$ cat src/rtl/enigma_disp_pkg.sv
// enigma_disp_pkg: shared segment constants, letter/digit types and the 7-seg glyph table.
package enigma_disp_pkg;
    localparam logic [6:0] SEG_BLANK  = 7'h7F;
    localparam logic [6:0] SEG_DASH   = 7'h3F;
    localparam logic [4:0] LETTER_MAX = 5'd26;

    typedef logic [4:0] letter_t;
    typedef logic [1:0] digit_sel_t;
    typedef enum logic {ST_BLANK, ST_DRIVE} slot_state_t;

    // Active-low glyphs, bit0=a .. bit6=g
    function automatic logic [6:0] digit_glyph(input logic [3:0] d);
        case (d)
            4'd0:    digit_glyph = 7'h40;
            4'd1:    digit_glyph = 7'h79;
            4'd2:    digit_glyph = 7'h24;
            4'd3:    digit_glyph = 7'h30;
            4'd4:    digit_glyph = 7'h19;
            4'd5:    digit_glyph = 7'h12;
            4'd6:    digit_glyph = 7'h02;
            4'd7:    digit_glyph = 7'h78;
            4'd8:    digit_glyph = 7'h00;
            4'd9:    digit_glyph = 7'h10;
            default: digit_glyph = SEG_BLANK;
        endcase
    endfunction
endpackage

$ cat src/rtl/letter_seg_decoder.sv
// letter_seg_decoder: letter code 0..26 to tens/units glyphs; out-of-range codes show dashes.
module letter_seg_decoder
    import enigma_disp_pkg::*;
(
    input  letter_t    code_i,
    output logic [6:0] tens_o,
    output logic [6:0] units_o
);
    logic [1:0] tens;
    logic [3:0] units;
    always_comb begin
        tens    = code_i >= 5'd20 ? 2'd2 : code_i >= 5'd10 ? 2'd1 : 2'd0;
        units   = 4'(code_i - 5'(tens) * 5'd10);
        tens_o  = code_i > LETTER_MAX ? SEG_DASH : digit_glyph({2'b00, tens});
        units_o = code_i > LETTER_MAX ? SEG_DASH : digit_glyph(units);
    end
endmodule

$ cat src/rtl/enigma_display_scanner.sv
// enigma_display_scanner: 4-digit multiplexed letter display with frame-aligned updates.
// Optional blink of the cipher pair after each update when DISP_BLINK_EN is defined.
module enigma_display_scanner
    import enigma_disp_pkg::*;
#(
    parameter int REFRESH_DIV  = 100000,
    parameter int BLANK_CYCLES = 1000,
    parameter int BLINK_FRAMES = 250
) (
    input  logic       clk,
    input  logic       rst,
    input  logic       upd_valid,
    output logic       upd_ready,
    input  logic [4:0] upd_plain,
    input  logic [4:0] upd_cipher,
    output logic [6:0] seg,
    output logic [3:0] an,
    output logic       dp
);
    localparam int CW = $clog2(REFRESH_DIV);

    logic [CW-1:0] slot_cnt_q, slot_cnt_d;
    digit_sel_t    digit_q, digit_d;
    slot_state_t   state_q, state_d;
    logic          pending_q, pending_d;
    letter_t       shadow_plain_q, shadow_plain_d, shadow_cipher_q, shadow_cipher_d;
    letter_t       act_plain_q, act_plain_d, act_cipher_q, act_cipher_d;
    logic [6:0]    seg_q, seg_d;
    logic [3:0]    an_q, an_d;
    logic          wrap, boundary, accept, dark;
    letter_t       dec_code;
    logic [6:0]    dec_tens, dec_units;

    letter_seg_decoder u_dec (
        .code_i  (dec_code),
        .tens_o  (dec_tens),
        .units_o (dec_units)
    );

    always_comb begin
        wrap            = slot_cnt_q == CW'(REFRESH_DIV - 1);
        boundary        = wrap && digit_q == 2'd0;
        accept          = upd_valid && !pending_q;
        slot_cnt_d      = wrap ? '0 : slot_cnt_q + CW'(1);
        digit_d         = wrap ? digit_q - 2'd1 : digit_q;
        state_d         = slot_cnt_d < CW'(BLANK_CYCLES) ? ST_BLANK : ST_DRIVE;
        // A handshake on the boundary cycle lands in shadow and waits a full frame
        pending_d       = accept ? 1'b1 : boundary ? 1'b0 : pending_q;
        shadow_plain_d  = accept ? upd_plain : shadow_plain_q;
        shadow_cipher_d = accept ? upd_cipher : shadow_cipher_q;
        act_plain_d     = boundary && pending_q ? shadow_plain_q : act_plain_q;
        act_cipher_d    = boundary && pending_q ? shadow_cipher_q : act_cipher_q;
        dec_code        = digit_q[1] ? act_plain_q : act_cipher_q;
        an_d            = (state_q == ST_BLANK || dark) ? 4'hF : ~(4'b0001 << digit_q);
        seg_d           = (state_q == ST_BLANK || dark) ? SEG_BLANK : digit_q[0] ? dec_tens : dec_units;
    end

`ifdef DISP_BLINK_EN
    localparam int BW = $clog2(BLINK_FRAMES + 1);
    logic [BW-1:0] blink_q, blink_d;
    logic          odd_q, odd_d;
    always_comb begin
        odd_d   = boundary ? !odd_q : odd_q;
        blink_d = boundary && pending_q ? BW'(BLINK_FRAMES) :
                  boundary && blink_q != '0 ? blink_q - BW'(1) : blink_q;
    end
    always_ff @(posedge clk or posedge rst) begin
        if (rst) begin
            blink_q <= '0;
            odd_q   <= 1'b0;
        end else begin
            blink_q <= blink_d;
            odd_q   <= odd_d;
        end
    end
    assign dark = blink_q != '0 && odd_q && !digit_q[1];
`else
    assign dark = 1'b0;
`endif

    always_ff @(posedge clk or posedge rst) begin
        if (rst) begin
            slot_cnt_q      <= '0;
            digit_q         <= 2'd3;
            state_q         <= ST_BLANK;
            pending_q       <= 1'b0;
            shadow_plain_q  <= 5'd31;
            shadow_cipher_q <= 5'd31;
            act_plain_q     <= 5'd31;
            act_cipher_q    <= 5'd31;
            seg_q           <= SEG_BLANK;
            an_q            <= 4'hF;
        end else begin
            slot_cnt_q      <= slot_cnt_d;
            digit_q         <= digit_d;
            state_q         <= state_d;
            pending_q       <= pending_d;
            shadow_plain_q  <= shadow_plain_d;
            shadow_cipher_q <= shadow_cipher_d;
            act_plain_q     <= act_plain_d;
            act_cipher_q    <= act_cipher_d;
            seg_q           <= seg_d;
            an_q            <= an_d;
        end
    end

    assign upd_ready = !pending_q;
    assign seg       = seg_q;
    assign an        = an_q;
    assign dp        = 1'b1;
endmodule
$ cat config.mk
export PLATFORM = sky130hd
export DESIGN_NAME = enigma_display_scanner
export DESIGN_NICKNAME = d
export VERILOG_FILES = /design/src/rtl/enigma_disp_pkg.sv /design/src/rtl/letter_seg_decoder.sv /design/src/rtl/enigma_display_scanner.sv
export SDC_FILE = /design/constraint.sdc
export NUM_CORES = 1
export LEC_CHECK = 0
export CAP_MARGIN = 20
export CORE_AREA = 2 2 83 85
export CTS_CLUSTER_SIZE = 16
export DETAILED_ROUTE_END_ITERATION = 16
export DIE_AREA = 0 0 85 87
export DONT_BUFFER_PORTS = 1
export PLACE_DENSITY_LB_ADDON = 0.15
export SLEW_MARGIN = 20
export SYNTH_ARGS = -nofsm -noshare
export SYNTH_HDL_FRONTEND = slang
export SYNTH_SLANG_ARGS = --single-unit
$ cat constraint.sdc
create_clock -name clk -period 3.1 [get_ports clk]
set_input_delay 0.465 -clock clk [delete_from_list [all_inputs] [get_ports clk]]
set_output_delay 0.465 -clock clk [all_outputs]
set_load 0.01 [all_outputs]
---- Word-level counts from Yosys, hierarchy flattened ----
Memories as Yosys holds them, arrays and structs flattened.
Cells that the tools add are included.
storage, ports and cells
  output and inout bits ................... 13
  bits of input ports ..................... 13
  memories kept ........................... 1
  bits in registers ....................... 52
  RAM bits ................................ 0
  bits in latches ......................... 0
  bits in read-only memories .............. 112
  word-level logic and storage cells ...... 45
cells by class
  bitwise operators ....................... 1
  order comparisons ....................... 4
  reductions and logical operators ........ 7
  shift operators ......................... 1
  add/subtract/negate cells ............... 3
  equality and inequality tests ........... 4
  div/mod/pow operators ................... 0
  mux-type cells .......................... 13
  $mul .................................... 1
memory list
  memory           words  bits a word  read ports  clocked after memory_dff  wr ports  line                   source
  (no name shown)  16     7            1           0                         0         enigma_disp_pkg.sv:13  case (d)
operator list
  cell                                                                    number
  7-bit 2-to-1 mux                                                        4
  7-bit one-hot mux with 4 select lines                                   1
  17-bit by 1-bit adder with 17-bit output, second input constant         1
  17-bit equality test, second input constant                             1
  17-bit by 10-bit < comparator with 1-bit output, second input constant  1
  17-bit 2-to-1 mux                                                       1
  5-bit by 4-bit >= comparator with 1-bit output, second input constant   1
  5-bit >= comparator, second input constant                              1
  5-bit > comparator, second input constant                               1
  5-bit 2-to-1 mux                                                        1
  2-bit equality test, second input constant                              2
  2-bit zero test                                                         2
  1-bit 2-to-1 mux                                                        4
  4-bit 2-to-1 mux                                                        1
  4-bit NOT                                                               1
  1-bit by 2-bit left shift with 4-bit output, first input constant       1
  4-bit subtractor                                                        1
  1-bit logical AND                                                       3
  2-bit by 3-bit multiplier with 3-bit output, second input constant      1
  2-bit by 1-bit equality test with 1-bit output, second input constant   1
  2-bit 2-to-1 mux                                                        1
  2-bit nonzero test                                                      1
  2-bit by 1-bit subtractor with 2-bit output, second input constant      1
  1-bit zero test                                                         1

---- Logic depth before layout (Yosys ltp) ----
Gate-level depths: netlist of run 1.
An unclocked memory read counts as a cell.
  depth after elaboration ................. 10
  gate-level depth with buffers ........... 14
  mapped depth without buffers ............ 12

---- Hierarchy ----
A second synthesis of run 1 with hierarchy kept.
unflattened totals
  cell total of the unflattened synthesis .. 258
  area, all modules ....................... 2,932.8 um2
by module, submodules not included
  module                  area an instance (um2)  times used  cells an instance  seq. area each (um2)
  enigma_display_scanner  2,479.9                 1           199                1,342.5
  letter_seg_decoder      452.9                   1           59                 0.0

---- Least setup slack after synthesis of run 1 ----
Ideal clock, no wire load.
  kind .................................... register to register
  from .................................... reg digit_q[1]
  to ...................................... reg seg_q[6] (netlist: seg[6])
  data required time ...................... 3.002 ns
  data arrival time ....................... 2.894 ns
  setup slack ............................. 0.107 ns
  setup time .............................. 0.098 ns
  period minus slack after synthesis ...... 2.993 ns
  path buffers ............................ 2
  stages on the path, launching flop included .. 12
  path through ............................ dfstp_2 > buf_6 > mux2i_1 > nand2_1 > mux2i_1 > ha_1 > inv_1 > fa_1 > clkbuf_1 > nor2_1 > a31o_4 > o311ai_1
between the ends
  longest elaborated chain between the ends .. 10
  elaborated cells between the ends (all ways) .. 18
  those cells by class .................... add/sub: 1; mul: 1; order compare: 3; eq/ne: 3; mux: 8; reduce/logical: 1; memory: 1
ends and longest elaborated chain
  item                                            line                           source
  from (decl)                                     enigma_display_scanner.sv:23   digit_sel_t digit_q, digit_d;
  from (signal assigned)                          enigma_display_scanner.sv:95   digit_q <= digit_d;
  5-bit 2-to-1 mux (*)                            enigma_display_scanner.sv:53   dec_code = digit_q[1] ? act_plain_q : act_cipher_q;
  5-bit by 4-bit >= comparator with 1-bit output  letter_seg_decoder.sv:12       tens = code_i >= 5'd20 ? 2'd2 : code_i >= 5'd10 ? 2'd1 : 2'd0;
  1-bit 2-to-1 mux                                letter_seg_decoder.sv:12
  2-bit 2-to-1 mux                                letter_seg_decoder.sv:12
  2-bit by 3-bit multiplier with 3-bit output     letter_seg_decoder.sv:13       units = 4'(code_i - 5'(tens) * 5'd10);
  4-bit subtractor                                letter_seg_decoder.sv:13
  memory 16 x 7 bit                               --
  7-bit 2-to-1 mux                                letter_seg_decoder.sv:15       units_o = code_i > LETTER_MAX ? SEG_DASH : digit_glyph(units);
  7-bit 2-to-1 mux (*) (2 in series)              enigma_display_scanner.sv:55   seg_d = (state_q == ST_BLANK || dark) ? SEG_BLANK : digit_q[0] ? dec_tens : dec_units;
  net seg_d[6]                                    enigma_display_scanner.sv:28   logic [6:0] seg_q, seg_d;
  to (signal assigned)                            enigma_display_scanner.sv:102  seg_q <= seg_d;
  to (decl)                                       enigma_display_scanner.sv:28
The timed path passes the listed nets; every way through them passes the cells marked *. The select of a mux whose other input is x is not followed.
A chain may end at the register's enable or synchronous reset.

---- Worst setup path after layout of run 1 ----
Ends and elaborated chain as after synthesis.

==> flow_summary_export.csv, run 1 <==
group,metric,value,unit
outcome,status,"finished clean",
synth,synth_top_family_by_area,"simple AND/OR/NAND/NOR gates",
setup_path,slowest_delay,0.66,ns
final_layout,n_fill_cell,606,
synth,synth.area.mux_share,11.3,%
floorplan,die_y,87,µm
final_layout,area_growth,7.44,%
setup_path,start_kind,"register",
timing,finalSetupTns,0,ns
clocking,cts_buffer_depth,2,
synth,synthXorXnorAreaFrac,4.87,%
setup_path,cp_top_family,"adder cells",
power,vdd_drop_max,0.261,mV
setup_path,critical_path.cell_chain,"buf_4, mux2_4, o21bai_1, mux2i_1, ha_1, inv_1, fa_2, nor2_2, a221oi_1, o311ai_1",
detailed_routing,drt-initial-drc-count,86,
run,max_cap_violations,0,
detailed_routing,ant_nets,0,
timing,fin_crit,2.87,ns
timing,grt_setup_unrepaired,"false",
global_route,antenna_found_initial,0,
global_route,grt_start_max_net_pins,40,
clocking,cts_tree,"yes",
timing,fin_skew,0.0145,ns
clocking,clk_latency,0.31,ns
floorplan,dieArea,7400,µm²
setup_path,worst_setup_path_end_kind,"register",
setup_path,path_class,"register to register",
place,place.gp.congestion,0.839,
floorplan,fp.coreArea,6570,µm²
detailed_routing,post_drt_wl_per_cell,14.9,µm
detailed_routing,dr_total_vias,1909,
synth,synth_area,2880,µm²
place,hpwl,3750,µm
synth,synth_cell_type_count,58,
global_route,grt_pass1_vias,1840,
detailed_routing,routed_via_density,5.44,
global_route,grt.total_usage,15.1,%
timing,max_freq,0.348,GHz
setup_path,cp_max_fo,9,
global_route,grt_pass1_wl,9070,µm
power,powerDensity,378,nW/µm²
place,port_buffers,0,
power,leakage,0.00128,µW
timing,finalMaxSlewViolations,0,
setup_path,crit_arrival,3.09,ns
synth,synth_edf_count,0,
timing,fin_crit_sh,92.6,%
timing,hold_viol_final,0,
clocking,root_buffer,"clkbuf_8",
final_layout,ff_latch_area,1340,µm²
timing,slew_headroom,42.6,%
final_layout,drive_gt1_share,31.0,%
floorplan,die_w,85,µm
synth,yosys-top-cells-area,"dfstp_2 30%, dfrtp_1 17%, mux2_2 8.2%, ha_1 5.2%, xnor2_1 3.3%",
synth,syn_area_per_cell,10.7,µm²
synth,synth_compound_area_share,9.79,%
synth,synthFlopType,"dfstp_2",
clocking,clkSinkCount,52,
timing,setup_violations,0,
detailed_routing,wirelength,5230,µm
clocking,clk_pin_slew_worst_paths,0.11,ns
global_route,overflow,0,
synth,synthArstFlopShare,100,%
detailed_routing,first_pass_iters,4,
synth,synth-adder-area-share,5.92,%
synth,syn_nets,294,
setup_path,critPathBufInv,2,
power,total_power,1170,µW
synth,synthCells,268,
setup_path,cp_slowest_cell,"dfstp_2",
setup_path,worst_ep_required_time,3.32,ns
synth,synthSimpleGateAreaFrac,16.7,%
synth,ys_seq_area_share,46.7,%
synth,synth_top_cell_by_area,"dfstp_2",
floorplan,ios,26,
final_layout,fin_nets,296,
timing,tightest_slew,0.860,ns
synth,synth_common_cells,"33 x dfstp_2, 21 x mux2_2, 20 x nand2_1",
synth,yosysMostFrequentCell,"dfstp_2",
floorplan,rows,30,
synth,ys_seq_elements,52,
clocking,cts_made_buffers,5,
final_layout,insertedDiodeCount,0,
timing,hold_ws,0.185,ns
synth,synth_top_area_share,30.1,%
floorplan,start_util,43.8,%
clocking,cts_max_level,2,
final_layout,multi_input_area,1420,µm²
synth,synth_warnings,0,
worst_hold_path,hold_path.class,"primary input to asynchronous set/reset pin",
detailed_routing,drt_drc_violations_left,0,
## stage by stage
| step | utilization [%] | setup WS, ns | instance area (µm²) | instances |
|---|---|---|---|---|
| finish | 47.0 | 0.230 | 3090 | 351 |
| global route | 47.0 | 0.0130 | 3090 | 351 |
| CTS | 46.5 | 0.110 | 3050 | 348 |
| detailed placement | 45.0 | 0.135 | 2960 | 340 |
| global placement | 45.0 | 0.268 | 2960 | 340 |
| floorplan | - | 0.107 | 2880 | 268 |
## path summary, 6_finish.rpt
kind,startpoint,endpoint,slack [ns],cells past startpoint
max in group asynchronous,rst,act_cipher_q[0],2.17,2
min reg2reg,slot_cnt_q[4],slot_cnt_q[4],0.57,1
max,digit_q[1],seg[6],0.23,10
min,rst,pending_q,0.18,1
min in group clk,upd_valid,pending_q,0.26,2
max reg2reg,digit_q[1],seg[6],0.23,10
## metal layers
layer / vias to the layer above / global-route usage [%] / wire length (µm)
met5: - / 0 / 0
met4: 0 / 3.75 / 25
met3: 2 / 3.60 / 180
met2: 34 / 22.8 / 2300
met1: 921 / 21.9 / 2720
li1: 952 / - / -
## report_power, final
part	switching [µW]	internal, µW
Combinational	16.9	12.2
Sequential	7.51	706
Clock	254	171
## final cells by class
type,instances,share of cell area [%]
Multi-Input combinational cell,186,46.0
Sequential cell,52,43.4
Tap cell,80,3.24
Clock buffer,5,2.23
Timing Repair Buffer,9,2.19
Inverter,16,1.94
Clock inverter,3,0.931
## placed cells by master, fill, tap and decap left out, types with 3 or more instances in the layout
cell       n
nand4_1    9
nor2b_1    6
mux2i_1    4
a221oi_1   3
nand2_1   20
xnor2_1   11
nand2b_1   4
a21o_1     3
clkbuf_8   5
a21oi_1    8
buf_4      9
mux2_2    21
o31ai_1    3
dfstp_2   33
inv_1     14
xor2_1     5
nor2_1    16
ha_1      12
or3_1      3
o21ai_0    5
nand3_1    6
nor4_1     5
nor3_1     4
dfrtp_1   19
## state kept, by name (all words and copies together), names as in the netlist, 2 cells and up
signal           cells
act_cipher_q         5
act_plain_q          5
an                   4
digit_q              2
seg                  7
shadow_cipher_q      5
shadow_plain_q       5
slot_cnt_q          17
## logic make-up after synthesis
| family | count (synthesis) |
|---|---|
| multiplexers | 28 |
| AND/OR/NAND/NOR | 89 |
| buffers and inverters | 30 |
| other | 1 |
| flip-flops | 52 |
| XOR/XNOR | 16 |
| adder cells (fa/ha/maj) | 13 |
| AO/OA/AOI/OAI | 39 |
## repair_timing
| item | in CTS | in global routing |
|---|---|---|
| buffers inserted | 0 | 3 |
| hold buffers | 0 | 0 |
| hold endpoints to repair | 0 | 0 |
| endpoints found under the setup margin | 0 | 6 |
| gates resized for setup | 0 | 5 |
No activity file was read; power rests on OpenSTA's default activity.
==> run 2: changes to the inputs <==
--- a/config.mk
+++ b/config.mk
@@ -11,7 +11,7 @@
 export DETAILED_ROUTE_END_ITERATION = 16
 export DIE_AREA = 0 0 85 87
 export DONT_BUFFER_PORTS = 1
-export PLACE_DENSITY_LB_ADDON = 0.15
+export PLACE_DENSITY = 0.67
 export SLEW_MARGIN = 20
 export SYNTH_ARGS = -nofsm -noshare
 export SYNTH_HDL_FRONTEND = slang
==> run 2 against run 1 <==
Critical path depth decreased by 1; highest routed layer unchanged; critical path type unchanged; clock-buffer cell count increased by 1; clock skew decreased by 0.012 ns; flip-flop and latch count unchanged; routed wire length increased by 0.75%; largest cell class unchanged; power decreased by 3.5%; critical endpoint unchanged; global-route usage increased by 0.57 points; first-iteration DRC count increased by 110%.
==> flow_summary_export.csv, run 2 (synthesis gave the netlist of run 1 again) <==
group,metric,value,unit
outcome,status,"finished clean",
setup_path,cp_max_fo,9,
setup_path,rrSetupSlack,0.21,ns
clocking,cts_buffer_depth,2,
run,max_cap_violations,0,
power,vdd_drop_max,0.268,mV
global_route,overflow,0,
global_route,grt_start_max_net_pins,53,
floorplan,die_y,87,µm
timing,hold_viol_final,0,
global_route,grt_pass1_vias,1888,
floorplan,start_util,43.8,%
timing,worst_slack,0.210,ns
floorplan,fp.coreArea,6570,µm²
timing,max_freq,0.346,GHz
detailed_routing,post_drt_wl_per_cell,15.1,µm
final_layout,utilization,46.4,%
final_layout,fin_nets,293,
detailed_routing,drt_drc_violations_left,0,
setup_path,worst_setup_path_end_kind,"register",
final_layout,largest_reg_flops,17,
place,place.gp.congestion,0.875,
setup_path,worst_ep_required_time,3.31,ns
detailed_routing,wirelength,5270,µm
final_layout,drive_gt1_share,29.1,%
power,internal-power,879,µW
timing,slew_headroom,42.4,%
final_layout,insertedDiodeCount,0,
place,dp_worst_setup_slack,0.146,ns
timing,fin_crit_sh,93.2,%
setup_path,worst-r2r-cell-count,9,
timing,fin_crit,2.89,ns
clocking,cts_hold_buf,0,
power,clockPowerShare,34.1,%
timing,tightest_slew,0.865,ns
power,p_sw,247,µW
final_layout,largest_register,"slot_cnt_q",
floorplan,ios,26,
final_layout,layout_commonest_cell,"dfstp_2",
power,seq_power_share,63.4,%
global_route,grt_pass1_wl,9310,µm
power,total_power,1130,µW
final_layout,layout_common_cells,"33 x dfstp_2, 21 x mux2_2, 20 x nand2_1",
detailed_routing,drt-initial-drc-count,178,
clocking,clk_pin_slew_worst_paths,0.09,ns
timing,setup_violations,0,
clocking,cts_made_buffers,5,
timing,fin_skew,0.00286,ns
setup_path,path_class,"register to register",
place,placed_cell_area,2950,µm²
clocking,cts_tree,"yes",
detailed_routing,routed_via_density,5.51,
final_layout,design_area,3050,µm²
clocking,clkSinkCount,52,
timing,finalMaxSlewViolations,0,
clocking,clk_latency,0.31,ns
clocking,root_buffer,"clkbuf_8",
setup_path,critical_path.cell_chain,"mux2i_4, nand2_1, mux2i_1, ha_1, inv_1, fa_1, nor2_1, a31o_4, o311ai_1",
detailed_routing,first_pass_iters,4,
floorplan,rows,30,
setup_path,slowest_delay,0.68,ns
power,powerDensity,369,nW/µm²
power,switching_share,21.9,%
setup_path,crit_arrival,3.10,ns
place,hpwl,3850,µm
setup_path,cp_slowest_cell,"dfstp_2",
setup_path,start_kind,"register",
final_layout,area_growth,6.05,%
power,leakage,0.00126,µW
power,comb_power_share,2.5,%
clocking,cts_max_level,2,
global_route,grt.total_usage,15.7,%
detailed_routing,ant_nets,0,
global_route,antenna_found_initial,0,
floorplan,die_w,85,µm
worst_hold_path,hold_path.class,"primary input to asynchronous set/reset pin",
place,port_buffers,0,
floorplan,dieArea,7400,µm²
detailed_routing,dr_total_vias,1917,
## run 2: timing repair
| item | in CTS | in global routing |
|---|---|---|
| setup buffers | 0 | 1 |
| gates resized for setup | 0 | 3 |
| setup endpoints to repair | 0 | 3 |
## run 2: worst paths after layout
path                                       end          start
worst max-delay path                    seg[6]     digit_q[1]
worst min-delay path            slot_cnt_q[14]            rst
worst max register to register          seg[6]     digit_q[1]
worst min register to register   slot_cnt_q[2]  slot_cnt_q[2]
max in group asynchronous        slot_cnt_q[0]            rst
min in group clk                     pending_q      upd_valid
## run 2: metrics by stage
step	cells	setup TNS, ns	hold WS, ns
after global routing	348	-0.00353	0.251
after CTS	347	0	0.283
after global placement	339	0	0.534
after detailed placement	339	0	0.560
final	348	0	0.181
after floorplan	268	0	0.470
## run 2: area by class of cell
type | count | area, µm²
clock inverter | 2 | 15.0
timing repair buffer | 6 | 45.0
tap | 80 | 100
multi-input combinational | 186 | 1410
inverter | 16 | 61.3
clock buffer | 6 | 72.6
fill | 621 | 3520
sequential | 52 | 1340
## run 2: power by group through the flow
stage	sequential (µW)	combinational, µW	clock (µW)
detailed placement	726	29.3	0
global placement	725	28.0	0
floorplan	722	25.1	0
finish	714	27.7	384
global route	718	32.3	434
CTS	714	29.3	407
## run 2: routing by layer
layer	GRT usage [%]	wire length, µm	up-vias
met5	0	0	-
met4	6.35	97	0
met3	3.70	229	9
met2	23.5	2350	45
met1	21.9	2590	922
li1	-	-	941
## run 2: worst max-delay path: cells and delay by family, from the launching register on
| kind | cells | cell delay, ns |
|---|---|---|
| adder cells (fa/ha/maj) | 2 | 0.83 |
| flip-flops | 1 | 0.68 |
| AO/OA/AOI/OAI | 2 | 0.53 |
| multiplexers | 2 | 0.50 |
| AND/OR/NAND/NOR | 2 | 0.23 |
| buffers and inverters | 1 | 0.04 |
